--- config.mk ---
export PLATFORM = sky130hd
export DESIGN_NAME = axi_write_arbiter
export DESIGN_NICKNAME = d
export VERILOG_FILES = /design/src/rtl/axi_write_arbiter.sv
export SDC_FILE = /design/constraint.sdc
export NUM_CORES = 1
export LEC_CHECK = 0
export BUFFER_PORTS_ARGS = -buffer_cell sky130_fd_sc_hd__buf_2
export CORE_MARGIN = 10
export CORE_UTILIZATION = 48
export DETAILED_ROUTE_END_ITERATION = 10
export PLACE_DENSITY_LB_ADDON = 0.1
export SYNTH_ARGS = -nofsm -noshare
export SYNTH_HDL_FRONTEND = slang
export SYNTH_SLANG_ARGS = --single-unit
--- constraint.sdc ---
create_clock -name clk -period 3.6 [get_ports clk]
set_input_delay 0.36 -clock clk [delete_from_list [all_inputs] [get_ports clk]]
set_output_delay 0.36 -clock clk [all_outputs]
set_load 0.02 [all_outputs]
--- src/rtl/axi_write_arbiter.sv ---
// Two-requester write arbiter in front of the AXI write adapter.
// Round-robin on conflict; the granted request is latched and held until the write response.
module axi_write_arbiter (
    input  logic        clk,
    input  logic        reset,
    input  logic        req0_we,
    input  logic        req1_we,
    input  logic [31:0] req0_address,
    input  logic [31:0] req1_address,
    input  logic [31:0] req0_data,
    input  logic [31:0] req1_data,
    input  logic [3:0]  req0_select,
    input  logic [3:0]  req1_select,
    output logic        req0_done,
    output logic        req1_done,
    output logic        we_o,
    output logic [31:0] address_o,
    output logic [31:0] data_o,
    output logic [3:0]  select_o,
    input  logic        mem_write_done,
    output logic        busy
);

    // state   | meaning
    // IDLE    | no grant, arbitrating each edge
    // GRANT0  | requester 0 transaction on the bus, waiting for response
    // GRANT1  | requester 1 transaction on the bus, waiting for response
    // RELEASE | one cycle with we_o low so the adapter clears its handshake flags
    localparam logic [1:0] IDLE    = 2'd0;
    localparam logic [1:0] GRANT0  = 2'd1;
    localparam logic [1:0] GRANT1  = 2'd2;
    localparam logic [1:0] RELEASE = 2'd3;

    logic [1:0] state;
    logic [1:0] state_next;
    logic       rr;
    logic       grant0;
    logic       grant1;
    logic       done_edge;

    // rr only matters when both requesters collide
    assign grant0    = (state == IDLE) && req0_we && (!req1_we || !rr);
    assign grant1    = (state == IDLE) && req1_we && (!req0_we ||  rr);
    assign done_edge = mem_write_done && ((state == GRANT0) || (state == GRANT1));

    always_comb begin
        state_next = state;
        case (state)
            IDLE: begin
                if (grant0)
                    state_next = GRANT0;
                else if (grant1)
                    state_next = GRANT1;
            end
            GRANT0:  if (mem_write_done) state_next = RELEASE;
            GRANT1:  if (mem_write_done) state_next = RELEASE;
            RELEASE: state_next = IDLE;
            default: state_next = IDLE;
        endcase
    end

    always_ff @(posedge clk) begin
        if (reset) begin
            state     <= IDLE;
            rr        <= 1'b0;
            we_o      <= 1'b0;
            address_o <= 32'd0;
            data_o    <= 32'd0;
            select_o  <= 4'd0;
        end else begin
            state <= state_next;
            if (grant0) begin
                we_o      <= 1'b1;
                address_o <= req0_address;
                data_o    <= req0_data;
                select_o  <= req0_select;
            end else if (grant1) begin
                we_o      <= 1'b1;
                address_o <= req1_address;
                data_o    <= req1_data;
                select_o  <= req1_select;
            end
            if (done_edge) begin
                we_o <= 1'b0;
                rr   <= (state == GRANT0);
            end
        end
    end

    // Reset is synchronous, so gate the combinational outputs while it is held.
    assign req0_done = !reset && mem_write_done && (state == GRANT0);
    assign req1_done = !reset && mem_write_done && (state == GRANT1);
    assign busy      = !reset && (state != IDLE);

endmodule

==> results.md <==
GRT:
- The routing layer with the top usage in global route is met2.
- In the global route stage, overall resource usage came out at 0.209.
- The first global-routing pass estimated just over 20000 microns of wire.
- Entering global routing, the biggest net connects between 60 and 70 pins.
- For this run, global-route usage on met1 was measured as 0.248.
- The total global routing overflow is 0.
- The met2 routing resource usage after global routing is 0.341.
- The number of antenna violations at the first check in global routing is 1.
- The number of global-route vias before repair was about 4000.
- For met3 alone, demand over resource in global routing was 0.0807.

Clocking:
- In this run, post-CTS hold repair placed 0 buffers.
- After clock tree synthesis, the repair step resized 0 gates.
- After clock tree synthesis, the clock-pin slew on the worst setup and hold paths is around 0.08 ns.
- TritonCTS built the clock tree.
- The buffers inserted during post-CTS setup optimization is 0.
- The clock reaches the later pin of the worst-skew pair after 0.34 ns.
- No sink is reached through more buffers than the 2 on the longest clock path.
- The number of clock buffers inserted by TritonCTS is 9.
- The H-tree depth reported by CTS is 3.
- CTS saw 72 sinks.
- The root buffer cell is sky130_fd_sc_hd__clkbuf_8.

Placed design:
- The worst slack at placement is ~1.3 ns.
- The quantity of I/O buffers inserted on ports is approximately 210.
- The final weighted congestion in routability-driven placement is between 0.8 and 0.9.
- Summed over all nets, the half-perimeter wirelength after detailed placement is between 9000 and 10000 microns.

Run status:
- The run finished with clean final reports.

Drt:
- The first-pass detailed-route iteration total is 7.
- For this block, the initial DRC count from the detailed router was between 200 and 250.
- The ratio of routed vias to standard cells is just under 6.
- The total via count after detailed routing is 3879.
- In the final routed layout, each cell accounts on average for slightly above 20 microns.
- In the routed design, unresolved DRC markers number 0.
- The routed design has between 10000 and 15000 microns of wire.
- The remaining number of nets flagged by the antenna check after routing is 0.

Logic synthesis:
- Of the total synthesized cell area, the portion taken by XOR and XNOR cells is 0.
- The synthesized-area fraction occupied by ao, oa, aoi and oai cells is 0.437.
- The post-synthesis sequential area ratio is 0.376.
- The number of distinct library cell variants in the gate-level netlist after synthesis is 21.
- Counting every net in the synthesized netlist gives between 500 and 600.
- The average footprint of a synthesized cell is ~10 sq um.
- The share of synthesized cell area in and, or, nand and nor gates is 0.0910.
- After synthesis, the largest family of logic cells by area is compound AO/OA/AOI/OAI gates.
- After synthesis, the share of cell area in mux cells is 0.
- The gate count of the mapped netlist is between 300 and 400.
- During synthesis, Yosys emitted a total of 0 warnings.
- Of the total synthesized cell area, the portion taken by full adders, half adders and majority gates is 0.0130.
- The cell area that synthesis handed to floorplanning was about 3800 sq um.
- After synthesis the netlist holds a flip-flop and latch count of around 70.

Floorplan:
- The core region is between 7000 and 8000 sq um.
- The die covers around 12000 sq um.
- 213 I/O pins were placed.
- The initial core utilization is 0.494.
- Measured along the y axis, the die boundary spans between 100 and 150 microns.
- The horizontal die dimension is approximately 110 microns.
- In this run the core area contains 32 standard-cell rows.

STA:
- The final hold violation count was 0.
- The upper clock frequency limit is 449 MHz.
- After routing, the total negative slack on setup checks comes to 0 ns.
- The minimum hold slack is around 0.26 ns.
- In this run the tightest slew margin relative to its limit is 0.367.
- The final-report setup violation count is 0.
- At the pin with the least slew margin, the transition time is 0.946 ns.
- The final critical path time including I/O delays and setup is 2.23 ns.
- Setup slack closes at 1.37 ns.
- Setup repair after global routing left no endpoint under its margin.
- The portion of the clock cycle consumed by the worst path in the final layout is 0.619.
- The worst clock skew on the final layout is about 0.0099 ns.
- The number of max-slew violations in the final report is 0.

Setup path:
- The worst register-to-register path has a setup slack of 1.37 ns.
- The data required time of the worst path is 3.83 ns.
- STA classifies the critical path startpoint as a register.
- STA classifies the critical path endpoint as a register.
- The biggest fanout along the worst timing path is 31.
- The arrival time at the worst endpoint is between 2 and 2.5 ns.
- By startpoint and endpoint, the worst setup path is classified as register to register.

Power and ir drop:
- The static leakage power is 0.00249 uW.
- The ratio of total power to cell area is 742 nW/um^2.
- IR analysis of the VDD net gives a maximum drop of 0.000325 V.

Min path:
- The type of the most critical hold path is input port to register.

Finish:
- The most common cell after layout, fill and taps aside is sky130_fd_sc_hd__buf_2.
- In the layout the commonest cells are sky130_fd_sc_hd__buf_2, sky130_fd_sc_hd__dfxtp_1, sky130_fd_sc_hd__a2111o_1, sky130_fd_sc_hd__nand2b_1, sky130_fd_sc_hd__o2111a_1.
- The area growth from synthesis to layout is 33.7%.
- The ratio of cells with drive above 1 in the final layout is 0.424.
- The final layout contains about 700 nets.

Job:
- Across the run, the number of max-cap violations was 0.
==> report_power, final <==
part	internal, uW	switching, uW	total (uW)
clock	424	299	723
sequential	1050	110	1160
combinational	747	1180	1930
==> path summary, 6_finish.rpt <==
path	from	endpoint	cells past startpoint
max	state[0]	data_o[9]	5
max reg2reg	state[0]	data_o[9]	5
min reg2reg	we_o	we_o	2
min	req0_data[28]	data_o[28]	2
==> synthesized netlist by cell type <==
| master | n | share of area |
|---|---|---|
| sky130_fd_sc_hd__a221o_1 | 1 | 0.0026 |
| sky130_fd_sc_hd__and3_1 | 2 | 0.0033 |
| sky130_fd_sc_hd__clkbuf_1 | 33 | 0.032 |
| sky130_fd_sc_hd__o2111a_1 | 46 | 0.14 |
| sky130_fd_sc_hd__inv_1 | 27 | 0.026 |
| sky130_fd_sc_hd__nand2_1 | 5 | 0.0049 |
| sky130_fd_sc_hd__o211a_1 | 22 | 0.057 |
| sky130_fd_sc_hd__a32o_1 | 1 | 0.0026 |
| sky130_fd_sc_hd__ha_1 | 4 | 0.013 |
| sky130_fd_sc_hd__a22o_1 | 1 | 0.0023 |
| sky130_fd_sc_hd__nand2b_1 | 48 | 0.078 |
| sky130_fd_sc_hd__a221oi_1 | 2 | 0.0046 |
| sky130_fd_sc_hd__a21oi_1 | 24 | 0.031 |
| sky130_fd_sc_hd__dfxtp_1 | 72 | 0.38 |
| sky130_fd_sc_hd__inv_2 | 2 | 0.0020 |
| sky130_fd_sc_hd__nor2_1 | 2 | 0.0020 |
| sky130_fd_sc_hd__buf_2 | 16 | 0.021 |
| sky130_fd_sc_hd__a2111o_1 | 68 | 0.20 |
| sky130_fd_sc_hd__o21ai_1 | 1 | 0.0013 |
| sky130_fd_sc_hd__nand3_1 | 2 | 0.0026 |
| sky130_fd_sc_hd__buf_1 | 2 | 0.0020 |
==> kinds of logic (layout without fill, tap and decap cells) <==
| logic type | Yosys count | count (layout) |
|---|---|---|
| other | 0 | 2 |
| AOI/OAI and AO/OA | 166 | 166 |
| adders and majority gates | 4 | 4 |
| DFF | 72 | 72 |
| and+or+nand+nor | 59 | 59 |
| buffers and inverters | 80 | 263 |
==> sequential cells by signal, indices dropped and copies added (netlist names) <==
signal     count
data_o        32
state          2
address_o     32
select_o       4
we_o           1
rr             1
==> metrics by stage <==
stage           util  instances  total power [uW]  area [sq um]
6_report       0.660        668              3810          5130
5_1_grt        0.660        666              4050          5120
4_1_cts        0.660        666              3840          5120
3_5_place_dp   0.631        651              3110          4900
3_3_place_gp   0.631        651              3060          4900
2_1_floorplan      -        381              2510          3840
==> critical path: stages, from the launching register on <==
cell                       delay [ns]
sky130_fd_sc_hd__dfxtp_1         0.31
sky130_fd_sc_hd__inv_1           0.13
sky130_fd_sc_hd__ha_1            0.35
sky130_fd_sc_hd__nand3_2         0.61
sky130_fd_sc_hd__buf_4           0.46
sky130_fd_sc_hd__o2111a_1        0.25
==> layout make-up <==
class	count	area, sq um
timing repair buffer	219	1130
fill	649	2640
multi-input combinational	229	2100
sequential	72	1440
clock inverter	3	65.1
antenna	2	5.00
clock buffer	12	155
tap	102	128
inverter	29	109
==> routing by layer <==
layer / part of all wire / vias to the layer above
met2: 0.49 / 153
met4: 0.015 / 0
li1: - / 1880
met3: 0.10 / 19
met5: 0 / -
met1: 0.40 / 1827
Power figures use the tool's default switching activity.
